[src/rtl/mips_pkg.sv]
// Shared definitions for the MIPS pipeline: word constants, fetch FSM states
// and the default address width.
package mips_pkg;

  localparam int          ADDR_W_DEFAULT    = 32;
  localparam logic [31:0] NOP_WORD          = 32'h0000_0000;
  localparam logic [31:0] HALT_WORD_DEFAULT = 32'hFFFF_FFFF;

  typedef enum logic [1:0] {
    BOOT = 2'd0,
    RUN  = 2'd1,
    HALT = 2'd2
  } fetch_state_t;

endpackage : mips_pkg

[src/rtl/if_stage_if.sv]
// Signal bundle between the fetch stage and its environment (control inputs,
// instruction-memory port and IF/ID outputs).
interface if_stage_if #(
  parameter int ADDR_W = mips_pkg::ADDR_W_DEFAULT
);

  logic [ADDR_W-1:0] start_pc;
  logic              stall;
  logic              redirect_valid;
  logic [ADDR_W-1:0] redirect_pc;
  logic [ADDR_W-1:0] imem_addr;
  logic [31:0]       imem_rdata;
  logic [ADDR_W-1:0] pc;
  logic [31:0]       if_id_instr;
  logic [ADDR_W-1:0] if_id_pc_plus4;
  logic              if_id_valid;
  logic              halted;
  logic [31:0]       fetch_count;

  modport master (
    input  start_pc, stall, redirect_valid, redirect_pc, imem_rdata,
    output imem_addr, pc, if_id_instr, if_id_pc_plus4, if_id_valid,
           halted, fetch_count
  );

  modport slave (
    output start_pc, stall, redirect_valid, redirect_pc, imem_rdata,
    input  imem_addr, pc, if_id_instr, if_id_pc_plus4, if_id_valid,
           halted, fetch_count
  );

endinterface : if_stage_if

[src/rtl/if_stage_if_id_reg.sv]
// IF/ID pipeline register: instruction, PC+4 and valid bit.
// Reset and flush insert a bubble; flush beats hold.
module if_id_reg
  import mips_pkg::*;
#(
  parameter int ADDR_W = ADDR_W_DEFAULT
) (
  input  logic              clk,
  input  logic              rst,
  input  logic              hold,
  input  logic              flush,
  input  logic              load,
  input  logic [31:0]       d_instr,
  input  logic [ADDR_W-1:0] d_pc_plus4,
  output logic [31:0]       q_instr,
  output logic [ADDR_W-1:0] q_pc_plus4,
  output logic              q_valid
);

  // NOTE: sequential state uses non-blocking assignments so every register
  // samples the pre-edge value of its inputs, independent of block ordering.
  always_ff @(posedge clk) begin
    if (rst || flush) begin
      q_instr    <= NOP_WORD;
      q_pc_plus4 <= '0;
      q_valid    <= 1'b0;
    end else if (!hold && load) begin
      q_instr    <= d_instr;
      q_pc_plus4 <= d_pc_plus4;
      q_valid    <= 1'b1;
    end
  end

endmodule : if_id_reg

[src/rtl/if_stage.sv]
// Instruction-fetch stage: program counter, BOOT/RUN/HALT sequencing and a
// saturating fetch counter; the IF/ID register lives in if_id_reg.
module if_stage
  import mips_pkg::*;
#(
  parameter int          ADDR_W    = ADDR_W_DEFAULT,
  parameter logic [31:0] HALT_WORD = HALT_WORD_DEFAULT
) (
  input  logic     clk,
  input  logic     rst,
  if_stage_if.master bus
);

  // Word alignment: the two low address bits are always cleared.
  localparam logic [ADDR_W-1:0] ALIGN_MASK = ~ADDR_W'(3);

  fetch_state_t      state_q, state_d;
  logic [ADDR_W-1:0] pc_q, pc_d, pc_plus4;
  logic [31:0]       count_q;
  logic              is_halt_word;
  logic              ifid_hold, ifid_flush, ifid_load, count_inc;

  assign is_halt_word = (bus.imem_rdata == HALT_WORD);
  assign pc_plus4     = pc_q + ADDR_W'(4);

  always_ff @(posedge clk) begin
    if (rst) state_q <= BOOT;
    else     state_q <= state_d;
  end

  // NOTE: every combinational output gets a default before the case so no
  // path leaves it unassigned and no latch is inferred.
  always_comb begin
    state_d = state_q;
    case (state_q)
      BOOT: state_d = RUN;
      RUN:  if (!bus.redirect_valid && !bus.stall && is_halt_word) state_d = HALT;
      HALT: if (bus.redirect_valid) state_d = RUN;
      default: state_d = BOOT;
    endcase
  end

  always_comb begin
    pc_d       = pc_q;
    ifid_hold  = 1'b0;
    ifid_flush = 1'b0;
    ifid_load  = 1'b0;
    count_inc  = 1'b0;
    case (state_q)
      BOOT: begin
        // start_pc may only settle after reset, so it is sampled again here.
        pc_d       = bus.start_pc & ALIGN_MASK;
        ifid_flush = 1'b1;
      end
      RUN: begin
        if (bus.redirect_valid) begin
          pc_d       = bus.redirect_pc & ALIGN_MASK;
          ifid_flush = 1'b1;
        end else if (bus.stall) begin
          ifid_hold = 1'b1;
        end else if (is_halt_word) begin
          ifid_flush = 1'b1;
        end else begin
          pc_d      = pc_plus4;
          ifid_load = 1'b1;
          count_inc = 1'b1;
        end
      end
      HALT: begin
        ifid_flush = 1'b1;
        if (bus.redirect_valid) pc_d = bus.redirect_pc & ALIGN_MASK;
      end
      default: ifid_flush = 1'b1;
    endcase
  end

  always_ff @(posedge clk) begin
    if (rst) begin
      pc_q    <= bus.start_pc & ALIGN_MASK;
      count_q <= '0;
    end else begin
      pc_q <= pc_d;
      if (count_inc && (count_q != '1)) count_q <= count_q + 32'd1;
    end
  end

  if_id_reg #(.ADDR_W(ADDR_W)) u_if_id_reg (
    .clk        (clk),
    .rst        (rst),
    .hold       (ifid_hold),
    .flush      (ifid_flush),
    .load       (ifid_load),
    .d_instr    (bus.imem_rdata),
    .d_pc_plus4 (pc_plus4),
    .q_instr    (bus.if_id_instr),
    .q_pc_plus4 (bus.if_id_pc_plus4),
    .q_valid    (bus.if_id_valid)
  );

  assign bus.pc          = pc_q;
  assign bus.imem_addr   = pc_q;
  assign bus.halted      = (state_q == HALT);
  assign bus.fetch_count = count_q;

endmodule : if_stage

[src/flat_wrapper.sv]
// flat-port wrapper written by rule: the top's interface ports become plain ports
module if_stage_flat import mips_pkg::*;
#(
  parameter int          ADDR_W    = ADDR_W_DEFAULT,
  parameter logic [31:0] HALT_WORD = HALT_WORD_DEFAULT
)
  (clk, rst, bus_start_pc, bus_stall, bus_redirect_valid, bus_redirect_pc, bus_imem_rdata, bus_imem_addr, bus_pc, bus_if_id_instr, bus_if_id_pc_plus4, bus_if_id_valid, bus_halted, bus_fetch_count);
  if_stage_if #(.ADDR_W(ADDR_W)) bus_i ();
  input  logic clk;
  input  logic rst;
  input wire logic [$bits(bus_i.start_pc)-1:0] bus_start_pc;
  input wire logic [$bits(bus_i.stall)-1:0] bus_stall;
  input wire logic [$bits(bus_i.redirect_valid)-1:0] bus_redirect_valid;
  input wire logic [$bits(bus_i.redirect_pc)-1:0] bus_redirect_pc;
  input wire logic [$bits(bus_i.imem_rdata)-1:0] bus_imem_rdata;
  output wire logic [$bits(bus_i.imem_addr)-1:0] bus_imem_addr;
  output wire logic [$bits(bus_i.pc)-1:0] bus_pc;
  output wire logic [$bits(bus_i.if_id_instr)-1:0] bus_if_id_instr;
  output wire logic [$bits(bus_i.if_id_pc_plus4)-1:0] bus_if_id_pc_plus4;
  output wire logic [$bits(bus_i.if_id_valid)-1:0] bus_if_id_valid;
  output wire logic [$bits(bus_i.halted)-1:0] bus_halted;
  output wire logic [$bits(bus_i.fetch_count)-1:0] bus_fetch_count;
  assign bus_i.start_pc = bus_start_pc;
  assign bus_i.stall = bus_stall;
  assign bus_i.redirect_valid = bus_redirect_valid;
  assign bus_i.redirect_pc = bus_redirect_pc;
  assign bus_i.imem_rdata = bus_imem_rdata;
  assign bus_imem_addr = bus_i.imem_addr;
  assign bus_pc = bus_i.pc;
  assign bus_if_id_instr = bus_i.if_id_instr;
  assign bus_if_id_pc_plus4 = bus_i.if_id_pc_plus4;
  assign bus_if_id_valid = bus_i.if_id_valid;
  assign bus_halted = bus_i.halted;
  assign bus_fetch_count = bus_i.fetch_count;
  if_stage #(.ADDR_W(ADDR_W), .HALT_WORD(HALT_WORD)) u_core (.clk(clk), .rst(rst), .bus(bus_i));
endmodule
[config.mk]
export PLATFORM = sky130hd
export DESIGN_NAME = if_stage_flat
export DESIGN_NICKNAME = d
export VERILOG_FILES = /design/src/rtl/mips_pkg.sv /design/src/rtl/if_stage_if.sv /design/src/rtl/if_stage_if_id_reg.sv /design/src/rtl/if_stage.sv /design/src/flat_wrapper.sv
export SDC_FILE = /design/constraint.sdc
export NUM_CORES = 1
export LEC_CHECK = 0
export BUFFER_PORTS_ARGS = -buffer_cell sky130_fd_sc_hd__clkbuf_2
export CORE_MARGIN = 10
export CORE_UTILIZATION = 45
export CTS_CLUSTER_SIZE = 28
export DETAILED_ROUTE_END_ITERATION = 6
export GPL_TIMING_DRIVEN = 0
export PLACE_DENSITY_LB_ADDON = 0.08
export SLEW_MARGIN = 20
export SYNTH_ARGS = -nofsm -noshare
export SYNTH_HDL_FRONTEND = slang
export SYNTH_SLANG_ARGS = --single-unit
[constraint.sdc]
create_clock -name clk -period 2.7 [get_ports clk]
set_input_delay 0.27 -clock clk [delete_from_list [all_inputs] [get_ports clk]]
set_output_delay 0.27 -clock clk [all_outputs]
set_load 0.01 [all_outputs]
Yosys cells after proc, flatten, opt, wreduce, memory -nomap -nowiden --
Cells that the tools add are included. W data, S select, Z words.
Storage, ports and cells: register bits after elaboration 131, input port bits 100, output and inout port bits 162, word-level logic and storage cells 54
Operators by class: add/sub/neg operators 2, eq/ne operators 11, muxes and demuxes 20, reductions and logical operators 14
Operators with widths (count):
- $mux W32 | 5
- $pmux W32 S3 | 1
- $add A32 B1 Y32 const B | 1
- $add A32 B3 Y32 const B | 1
- $eq A32 B32 Y1 const B | 1
- $ne A32 B32 Y1 const B | 1
- $mux W1 | 11
- $ne A3 B3 Y1 const B | 3
- $ne A4 B4 Y1 const B | 2
- $reduce_and A4 Y1 | 2
- $pmux W2 S3 | 1
- $logic_and A1 B1 Y1 | 4
- $mux W2 | 2
- $reduce_bool A4 Y1 | 1
- $logic_not A1 Y1 | 3
- $reduce_bool A3 Y1 | 1
- $eq A2 B1 Y1 const B | 1
- $eq A2 B2 Y1 const B | 1
- $logic_not A2 Y1 | 1
- $ne A2 B1 Y1 const B | 1
- $ne A2 B2 Y1 const B | 1
- $reduce_and A2 Y1 | 1
- $logic_or A1 B1 Y1 | 1

Longest topological paths before layout --
Gate-level depths: netlist of the first run.
word-level depth 6, gate-level depth with buffers 9, mapped depth without buffers 7

By module --
Synthesis of the first run repeated with hierarchy kept, for this count alone.
Unflattened totals: cells, all modules 802, area total of the unflattened synthesis 6734.0 sq um
By module, submodules not included:
- if_stage | times used 1, cells an instance 519, area each 4486.8 sq um, sequential area each 1621.6 sq um
- if_id_reg | times used 1, cells an instance 283, area each 2247.2 sq um, sequential area each 1301.2 sq um

Least setup slack after synthesis of the first run --
No wires, ideal clock.
path kind reg-to-reg, start point register u_core.count_q[0] (netlist: u_core.bus.fetch_count[0]), end point register u_core.count_q[26] (netlist: u_core.bus.fetch_count[26]), library setup time 0.123 ns, arrival time 2.148 ns, required time 2.577 ns, setup slack 0.429 ns, cell stages (with the launch flop) 7, path buffers 0, clock period less this slack 2.271 ns, cell sequence dfxtp_1 -> ha_1 -> nand4_1 -> or4_4 -> a2111oi_4 -> nand4_1 -> mux2_1
On the way: cells in the longest elaborated chain, start to end 2, elaborated cells on any way between the ends 3
RTL lines:
- from (decl) | line if_stage.sv:19 | logic [31:0] count_q;
- from (signal assigned) | line if_stage.sv:83 | if (count_inc && (count_q != '1)) count_q <= count_q + 32'd1;
- parallel branches: the longest is 2 deep, another holds $add A32 B1 Y32
Parallel ways; which one is timed is not known. A chain may end at the register's enable or synchronous reset.

Worst setup path after layout of the first run --
Same ends and word-level chain as after synthesis.

==> results of run 1 <==
state kept, by name (all words and copies together), names as in the netlist:
signal / flops
u_core.state_q: 2
u_core.u_if_id_reg.q_valid: 1
u_core.bus.fetch_count: 32
u_core.u_if_id_reg.q_instr: 32
u_core.bus.imem_addr: 32
u_core.u_if_id_reg.q_pc_plus4: 32
layer usage:
layer	part of all wire [%]	wire length, um	up-vias
met2	47	11400	302
met1	41	9900	3251
met4	1.7	416	0
li1	-	-	3425
met3	9.8	2370	34
met5	0	0	-
what timing repair did:
action                     CTS  global route
hold buffers                 0             0
resized for setup            2            11
setup endpoints to repair   47            38
buffers inserted             0             3
area by class of cell:
cell class	instances	share of cell area [%]
multi-input combinational	588	38.0
sequential	131	32.4
timing repair buffer	260	14.5
clock buffer	18	5.00
buffer	80	5.00
tap	184	2.56
clock inverter	14	2.21
inverter	6	0.250
metrics by stage:
step                hold WS, ns  setup WS, ns  cells  TNS [ns]
floorplan                 0.406         0.429    805         0
global placement          0.441        -0.327   1246    -11.80
detailed placement        0.446        -0.379   1246    -11.51
CTS                      0.0724        0.0316   1278         0
global route             0.0774       -0.0198   1281   -0.0429
finish                   0.0805         0.199   1281         0
where the power goes:
| part | switching (uW) | internal [uW] | total (uW) |
|---|---|---|---|
| Combinational | 499 | 367 | 866 |
| Clock | 912 | 1610 | 2520 |
| Sequential | 132 | 2110 | 2240 |
logic make-up after synthesis:
| group | after synthesis | share of synthesized area [%] |
|---|---|---|
| multiplexers | 24 | 3.88 |
| adder cells (fa/ha/maj) | 7 | 1.29 |
| XOR/XNOR | 28 | 3.62 |
| AO/OA/AOI/OAI | 156 | 14.4 |
| flip-flops | 131 | 43.1 |
| AND/OR/NAND/NOR | 373 | 26.8 |
| buffers and inverters | 86 | 6.90 |
synth_stat cells, drive strengths merged (6+ instances only):
master and number:
dfxtp 101, and4 6, a221oi 7, o21ai 19, nor2 110, edfxtp 30
nor3 18, or4 9, clkbuf 30, nand4 26, nand2b 8, mux2 18
mux2i 6, a21oi 69, ha 7, inv 6, a211oi 23, xor2 22
o22ai 13, nor2b 20, nand3 23, and3 14, buf 50, nor4 22
xnor2 6, nand2 103
worst min path at each step:
stage | slack, ns | cells past startpoint | to
after floorplan | 0.41 | 2 | u_core.u_if_id_reg.q_instr[0]
final | 0.08 | 3 | u_core.u_if_id_reg.q_instr[21]
after global placement | 0.44 | 2 | u_core.u_if_id_reg.q_instr[0]
after detailed placement | 0.45 | 2 | u_core.u_if_id_reg.q_instr[10]
after CTS | 0.07 | 3 | u_core.u_if_id_reg.q_instr[19]
after global routing | 0.08 | 3 | u_core.u_if_id_reg.q_instr[7]
worst max-delay path, stage by stage, from the launching register on:
cell and delay [ns]:
sky130_fd_sc_hd__dfxtp_1 0.47, sky130_fd_sc_hd__ha_1 0.29, sky130_fd_sc_hd__nand4_1 0.13, sky130_fd_sc_hd__or4_4 0.56, sky130_fd_sc_hd__a2111oi_4 0.45, sky130_fd_sc_hd__nand4_1 0.17
sky130_fd_sc_hd__mux2_1 0.33
==> flow_summary.toml, run 1 <==
[run_status]
status = "completed"

[synthesis]
syn-num-nets = 912
syn-mean-instance-area_um2 = 8.42
mapped_area_mm2 = 0.00678
synth-edff-count = 30
yosys-top-cells-area = "sky130_fd_sc_hd__dfxtp_1, sky130_fd_sc_hd__edfxtp_1, sky130_fd_sc_hd__nor2_1, sky130_fd_sc_hd__nand2_1, sky130_fd_sc_hd__a21oi_1"
count_of_distinct_cell_types_in_the_synthesized_netlist = 53
synthesis_warnings = 0
syn_inst = 805
synth_top_cell_by_area = "sky130_fd_sc_hd__dfxtp_1"
synth.ff_latch_count = 131
leading_register_cell_type_out_of_synthesis = "sky130_fd_sc_hd__dfxtp_1"
synth_largest_type_area_fraction_pct = 29.8
synthArstFlopShare_pct = 0
share_of_the_yosys_chip_area_belonging_to_registers_pct = 43.1

[pwr]
worst_ir_drop_vdd_mv = 0.374
power.static_leakage_uw = 0.00380
pwr_density_cell_mw_per_mm2 = 625
fin_total_pwr_uw = 5630

[floorplan]
top_ports = 262
placeableCoreArea_mm2 = 0.0146
die_h_um = 143
die-area_mm2 = 0.0204
rows = 44
fp.dieW_um = 143
initial_standard_cell_utilization_of_the_core_pct = 46.3

[grt]
grt.total_usage_pct = 22.9
globalRouteOverflowTotal = 0
global_route.peak_usage_layer = "met2"
first_global_vias = 6787
global_route.usage.met1_pct = 27.7
antenna_violations_before_repair = 0
use_met2_pct = 37.8
grt_start_max_net_pins = 31
gr-usage-met3_pct = 7.63
grt_pass1_wl_um = 37100

[sta]
worst_clock_skew_on_the_final_layout_ns = 0.00493
relSlewSlack_pct = 32.7
max_clock_freq_mhz = 400
final_max_slew_violation_count = 0
grt_setup_unrepaired = "true"
tightest_slew_ns = 1.00
hold_violations = 0
final_min_period_over_clock_period_pct = 92.6
finalSetupViolCount = 0
finalWorstPathRequiredPeriod_ns = 2.50

[finish]
multi_input_area_mm2 = 0.00342
layout-drive-gt1-share_pct = 33.8
most_common_library_cell_in_the_layout_ignoring_fill_and_taps = "sky130_fd_sc_hd__clkbuf_2"
most-common-layout-cells = "sky130_fd_sc_hd__clkbuf_2, sky130_fd_sc_hd__nor2_1, sky130_fd_sc_hd__nand2_1, sky130_fd_sc_hd__dfxtp_1, sky130_fd_sc_hd__a21oi_1"
final_core_util_pct = 61.5
diodes = 0
nFillCells = 1382
regArea_mm2 = 0.00292
final_cell_area_mm2 = 0.00901
layout-area-overhead-vs-synth_pct = 32.9
fin_nets = 1191

[setup_path]
ff2ff_setup_slack_ns = 0.20
worstReg2RegStart = "u_core.bus.fetch_count[0]"
worst_r2r_path_depth = 6
crit_path_end = "u_core.bus.fetch_count[26]"
setup.worst_path.start = "u_core.bus.fetch_count[0]"
worst_r2r_endpoint = "u_core.bus.fetch_count[26]"
critPathCaptureType = "flip-flop"
worstPathMaxFanout = 7
critPathRequiredTime_ns = 3.00
worst_ep_arrival_time_ns = 2.80
critPathLaunchType = "flip-flop"
crit_path_category = "reg -> reg"

[detailed_routing]
drt_first_pass_iters = 5
drc_marker_count_from_the_first_detailed_route_iteration = 550
detail_route.wl_per_cell_um = 18.8
antenna_violating_nets_post_route = 0
post-route-drc-count = 0
wl_um = 24100
via_per_inst = 5.47
via_count = 7012

[placement]
place.gp.congestion = 0.897
detailedPlacementHpwl_um = 18500
port-buffer-count = 257
dpl-instance-area_mm2 = 0.00830

[min_path]
timing.hold.worst.class = "in -> reg"
worstHoldStart = "bus_imem_rdata[21]"

[clocking]
clock_tree_from_tritoncts = "yes"
clock_tree.buffer_depth = 2
worstSkewPairLatency_ns = 0.42
htree_num_levels = 4
clock-sinks = 131
clkTransAtPathRegs_ns = 0.06
numCtsBuffers = 17
cts-root-buf = "sky130_fd_sc_hd__clkbuf_16"

[flow_run]
cap_viol_max_count = 0
Note: power is estimated with default switching activity, not from simulation.
==> run 2, diff against run 1 <==
--- a/config.mk
+++ b/config.mk
@@ -8,6 +8,7 @@
 export BUFFER_PORTS_ARGS = -buffer_cell sky130_fd_sc_hd__clkbuf_2
 export CORE_MARGIN = 10
 export CORE_UTILIZATION = 45
+export CTS_BUF_LIST = sky130_fd_sc_hd__clkbuf_8
 export CTS_CLUSTER_SIZE = 28
 export DETAILED_ROUTE_END_ITERATION = 6
 export GPL_TIMING_DRIVEN = 0
==> run 2 against run 1 <==
Net effect:
- core utilization down 1.3 points
- final cell count unchanged
- critical path type unchanged
- largest power group is now registers
- clock skew up 0.0067 ns
- worst setup slack worse by 0.021 ns
- hold slack worse by 0.044 ns
- highest routed layer unchanged
- maximum frequency down 0.84%
- die area unchanged
- global-route usage down 0.27 points
- first-iteration DRC count down 23%
- wire length down 0.85%
- sequential share of layout area up 0.68 points
==> flow_summary.toml, run 2 (synthesis results as in run 1) <==
[floorplan]
fp.dieW_um = 143
placeableCoreArea_mm2 = 0.0146
top_ports = 262
die-area_mm2 = 0.0204
rows = 44
die_h_um = 143
initial_standard_cell_utilization_of_the_core_pct = 46.3

[sta]
fin_tns_setup_ns = 0
timing.final.ws_setup_ns = 0.178
relSlewSlack_pct = 33.5
final.hold.worst_slack_ns = 0.0368
grt_setup_unrepaired = "true"
finalSetupViolCount = 0
final_min_period_over_clock_period_pct = 93.4
final_max_slew_violation_count = 0
max_clock_freq_mhz = 397
finalWorstPathRequiredPeriod_ns = 2.52
hold_violations = 0
tightest_slew_ns = 0.989
worst_clock_skew_on_the_final_layout_ns = 0.0117

[placement]
detailedPlacementHpwl_um = 18500
dpl-instance-area_mm2 = 0.00830
port-buffer-count = 257
worst_slack_at_placement_ns = -0.379
place.gp.congestion = 0.897

[finish]
most_common_library_cell_in_the_layout_ignoring_fill_and_taps = "sky130_fd_sc_hd__clkbuf_2"
fin_nets = 1191
regArea_mm2 = 0.00292
final_core_util_pct = 60.3
multi_input_area_mm2 = 0.00342
layout-area-overhead-vs-synth_pct = 30.1
layout-drive-gt1-share_pct = 33.7
final_cell_area_mm2 = 0.00882
most-common-layout-cells = "sky130_fd_sc_hd__clkbuf_2, sky130_fd_sc_hd__nor2_1, sky130_fd_sc_hd__nand2_1, sky130_fd_sc_hd__dfxtp_1, sky130_fd_sc_hd__a21oi_1"
diodes = 0
nFillCells = 1418

[setup_path]
crit_path_category = "reg -> reg"
critPathLaunchType = "flip-flop"
worst_r2r_endpoint = "u_core.u_if_id_reg.q_pc_plus4[22]"
worstReg2RegStart = "u_core.state_q[0]"
ff2ff_setup_slack_ns = 0.18
worst_ep_arrival_time_ns = 2.90
critPathCaptureType = "flip-flop"
worst_r2r_path_depth = 8
setup.worst_path.start = "u_core.state_q[0]"
worstPathMaxFanout = 10
critPathRequiredTime_ns = 3.08

[run_status]
status = "completed"

[detailed_routing]
via_count = 6984
antenna_violating_nets_post_route = 0
wl_um = 23900
post-route-drc-count = 0
via_per_inst = 5.45
drc_marker_count_from_the_first_detailed_route_iteration = 423
drt_first_pass_iters = 5
detail_route.wl_per_cell_um = 18.7

[clocking]
numCtsBuffers = 17
postCtsHoldBufs = 0
htree_num_levels = 4
clock_tree_from_tritoncts = "yes"
clock_tree.buffer_depth = 2
clock-sinks = 131
worstSkewPairLatency_ns = 0.46
cts-root-buf = "sky130_fd_sc_hd__clkbuf_8"
clkTransAtPathRegs_ns = 0.08

[min_path]
timing.hold.worst_path_depth = 3
timing.hold.worst.class = "in -> reg"
min_delay_worst_endpoint = "u_core.u_if_id_reg.q_instr[19]"
worstHoldStart = "bus_imem_rdata[19]"

[grt]
first_global_vias = 6734
grt_pass1_wl_um = 36700
grt.total_usage_pct = 22.6
globalRouteOverflowTotal = 0
grt_start_max_net_pins = 31
antenna_violations_before_repair = 0

[pwr]
worst_ir_drop_vdd_mv = 0.305
p_sw_uw = 1470
p_sw_share_pct = 29.1
p_seq_share_pct = 44.3
power.static_leakage_uw = 0.00371
comb_power_share_pct = 17.1
cell_internal_pwr_uw = 3580
pwr-share-clk_pct = 38.6
pwr_density_cell_mw_per_mm2 = 573

[flow_run]
cap_viol_max_count = 0
==> run 2: power groups by stage <==
stage	Combinational (uW)	Sequential [uW]	Clock, uW
after floorplan	462	2280	0
after global placement	849	2280	0
after detailed placement	858	2280	0
after CTS	862	2230	1980
after global routing	950	2250	2060
final	864	2240	1950
==> run 2: cell type report <==
type | count | share of cell area, %
Clock inverter | 15 | 2.60
Clock buffer | 17 | 2.65
Tap cell | 184 | 2.61
Buffer | 80 | 5.12
Inverter | 6 | 0.255
Timing Repair Buffer | 260 | 14.8
Multi-Input combinational cell | 588 | 38.8
Sequential cell | 131 | 33.1
==> run 2: worst max-delay path, cell delays in order (launching register included) <==
cell	delay, ns
sky130_fd_sc_hd__dfxtp_1	0.43
sky130_fd_sc_hd__ha_1	0.30
sky130_fd_sc_hd__and2b_1	0.29
sky130_fd_sc_hd__nand2b_1	0.23
sky130_fd_sc_hd__a21oi_4	0.31
sky130_fd_sc_hd__buf_4	0.19
sky130_fd_sc_hd__clkbuf_1	0.41
sky130_fd_sc_hd__nor2_1	0.08
sky130_fd_sc_hd__a211oi_1	0.18
==> run 2: metrics by stage <==
step           cells  power (uW)
6_report        1281        5050
5_1_grt         1281        5260
4_1_cts         1278        5080
3_5_place_dp    1246        3140
3_3_place_gp    1246        3130
2_1_floorplan    805        2740
==> run 2: how the worst max path moves through the flow <==
stage / to / slack [ns]
CTS: u_core.u_if_id_reg.q_instr[14] / 0.03
detailed placement: u_core.u_if_id_reg.q_instr[14] / -0.38
floorplan: u_core.bus.fetch_count[26] / 0.43
global route: u_core.u_if_id_reg.q_pc_plus4[20] / -0.06
global placement: u_core.u_if_id_reg.q_instr[10] / -0.33
finish: u_core.u_if_id_reg.q_pc_plus4[22] / 0.18
==> run 2: repair_timing <==
action / 4_1_cts / 5_1_grt
endpoints found under the hold margin: 0 / 0
gates resized for setup: 2 / 10
setup buffers: 0 / 3
endpoints found under the setup margin: 49 / 27
==> run 2: per-layer routing <==
layer,GRT usage [%],share of wire (%),vias up
met5,0,0,-
met4,7.11,2.1,0
met3,7.69,9.3,43
met2,36.9,47,296
met1,27.4,42,3222
li1,-,-,3423
==> run 3, diff against run 2 <==
--- a/config.mk
+++ b/config.mk
@@ -13,6 +13,7 @@
 export DETAILED_ROUTE_END_ITERATION = 6
 export GPL_TIMING_DRIVEN = 0
 export PLACE_DENSITY_LB_ADDON = 0.08
+export SKIP_CTS_REPAIR_TIMING = 1
 export SLEW_MARGIN = 20
 export SYNTH_ARGS = -nofsm -noshare
 export SYNTH_HDL_FRONTEND = slang
==> constraint.sdc (replaced) <==
create_clock -name clk -period 2.7 [get_ports clk]
set_input_delay 0.135 -clock clk [delete_from_list [all_inputs] [get_ports clk]]
set_output_delay 0.135 -clock clk [all_outputs]
set_load 0.01 [all_outputs]
==> run 3 against run 2 <==
Net effect:
- the flow now finishes with violations (hold timing)
- hold slack worse by 0.057 ns
- clock power about the same
- die area stayed put
- highest routed layer unchanged
==> flow_summary.toml, run 3 (synthesis results as in run 1) <==
[min_path]
timing.hold.worst.class = "in -> reg"

[finish]
final_core_util_pct = 62.4
most-common-layout-cells = "sky130_fd_sc_hd__clkbuf_2, sky130_fd_sc_hd__nor2_1, sky130_fd_sc_hd__nand2_1, sky130_fd_sc_hd__dfxtp_1, sky130_fd_sc_hd__a21oi_1"
layout-area-overhead-vs-synth_pct = 34.9
nFillCells = 1361
most_common_library_cell_in_the_layout_ignoring_fill_and_taps = "sky130_fd_sc_hd__clkbuf_2"
fin_nets = 1223
diodes = 0
layout-drive-gt1-share_pct = 32.6
final_cell_area_mm2 = 0.00914

[sta]
tightest_slew_ns = 1.07
grt_setup_unrepaired = "false"
max_clock_freq_mhz = 401
finalWorstPathRequiredPeriod_ns = 2.50
worst_clock_skew_on_the_final_layout_ns = 0.0124
final_max_slew_violation_count = 0
hold_violations = 5
final.hold.worst_slack_ns = -0.0204
final_min_period_over_clock_period_pct = 92.5
finalSetupViolCount = 0
relSlewSlack_pct = 28.4

[placement]
detailedPlacementHpwl_um = 18500
port-buffer-count = 257
place.gp.congestion = 0.897
dpl-instance-area_mm2 = 0.00830

[grt]
grt_start_max_net_pins = 31
antenna_violations_before_repair = 0
first_global_vias = 6722
globalRouteOverflowTotal = 0
grt_pass1_wl_um = 36700
grt.total_usage_pct = 22.6

[detailed_routing]
drt_first_pass_iters = 5
detail_route.wl_per_cell_um = 18.4
antenna_violating_nets_post_route = 0
post-route-drc-count = 0
wl_um = 24200
drc_marker_count_from_the_first_detailed_route_iteration = 441
via_count = 7082
via_per_inst = 5.39

[run_status]
violations = "hold timing"
status = "finished, violations left"

[clocking]
htree_num_levels = 4
numCtsBuffers = 17
clock_tree.buffer_depth = 2
clkTransAtPathRegs_ns = 0.08
clock_tree_from_tritoncts = "yes"
worstSkewPairLatency_ns = 0.45
clock-sinks = 131
cts-root-buf = "sky130_fd_sc_hd__clkbuf_8"

[setup_path]
worst_ep_arrival_time_ns = 2.84
critPathLaunchType = "flip-flop"
worstPathMaxFanout = 7
crit_path_category = "reg -> reg"
critPathRequiredTime_ns = 3.04
critPathCaptureType = "flip-flop"

[pwr]
pwr_density_cell_mw_per_mm2 = 556
power.static_leakage_uw = 0.00383
worst_ir_drop_vdd_mv = 0.319

[floorplan]
top_ports = 262
die_h_um = 143
placeableCoreArea_mm2 = 0.0146
die-area_mm2 = 0.0204
initial_standard_cell_utilization_of_the_core_pct = 46.3
fp.dieW_um = 143
rows = 44

[flow_run]
cap_viol_max_count = 0
==> run 3: worst max-delay path: stages (launching register included) <==
cell                        delay (ns)
sky130_fd_sc_hd__dfxtp_1          0.47
sky130_fd_sc_hd__ha_1             0.28
sky130_fd_sc_hd__nand4_1          0.13
sky130_fd_sc_hd__or4_4            0.56
sky130_fd_sc_hd__a2111oi_4        0.45
sky130_fd_sc_hd__nand4_1          0.17
sky130_fd_sc_hd__mux2_1           0.33
==> run 3: power breakdown <==
part,leakage [uW],internal [uW],switching (uW),total (uW)
Combinational,0.00248,398,503,901
Sequential,0.00113,2110,131,2240
Clock,0.000221,1110,842,1950
Total,0.00383,3610,1470,5090
==> run 3: worst paths after layout <==
check	startpoint	end	slack [ns]	cells after the start
max	u_core.bus.fetch_count[0]	u_core.bus.fetch_count[26]	0.20	6
min	bus_redirect_pc[21]	u_core.bus.imem_addr[21]	-0.02	3
max reg2reg	u_core.bus.fetch_count[0]	u_core.bus.fetch_count[26]	0.20	6
min reg2reg	u_core.u_if_id_reg.q_instr[6]	u_core.u_if_id_reg.q_instr[6]	0.45	2
==> run 3: stage by stage <==
stage               power [uW]  std cells  TNS [ns]  setup slack [ns]  hold WS [ns]
floorplan                 2740        805         0             0.429         0.271
global placement          3130       1246     -8.31            -0.327         0.376
detailed placement        3140       1246     -8.51            -0.379         0.379
CTS                       5080       1278     -9.77            -0.408        -0.113
global route              5300       1313         0           0.00217       0.00337
finish                    5090       1313         0             0.203       -0.0204
==> run 3: layout make-up <==
| cell class | instances | area [um2] | share of cell area (%) |
|---|---|---|---|
| buffer | 80 | 453 | 4.95 |
| clock buffer | 17 | 234 | 2.56 |
| clock inverter | 15 | 229 | 2.50 |
| inverter | 6 | 22.5 | 0.246 |
| multi-input combinational | 588 | 3420 | 37.4 |
| sequential | 131 | 2920 | 32.0 |
| tap | 184 | 230 | 2.52 |
| timing repair buffer | 292 | 1640 | 17.9 |
==> run 3: metal layers <==
metal,GRT usage [%],share of wire [%],vias up
met5,0,0,-
met3,7.69,9.4,29
met1,27.4,41,3277
li1,-,-,3484
met4,7.11,2.0,0
met2,36.8,47,292
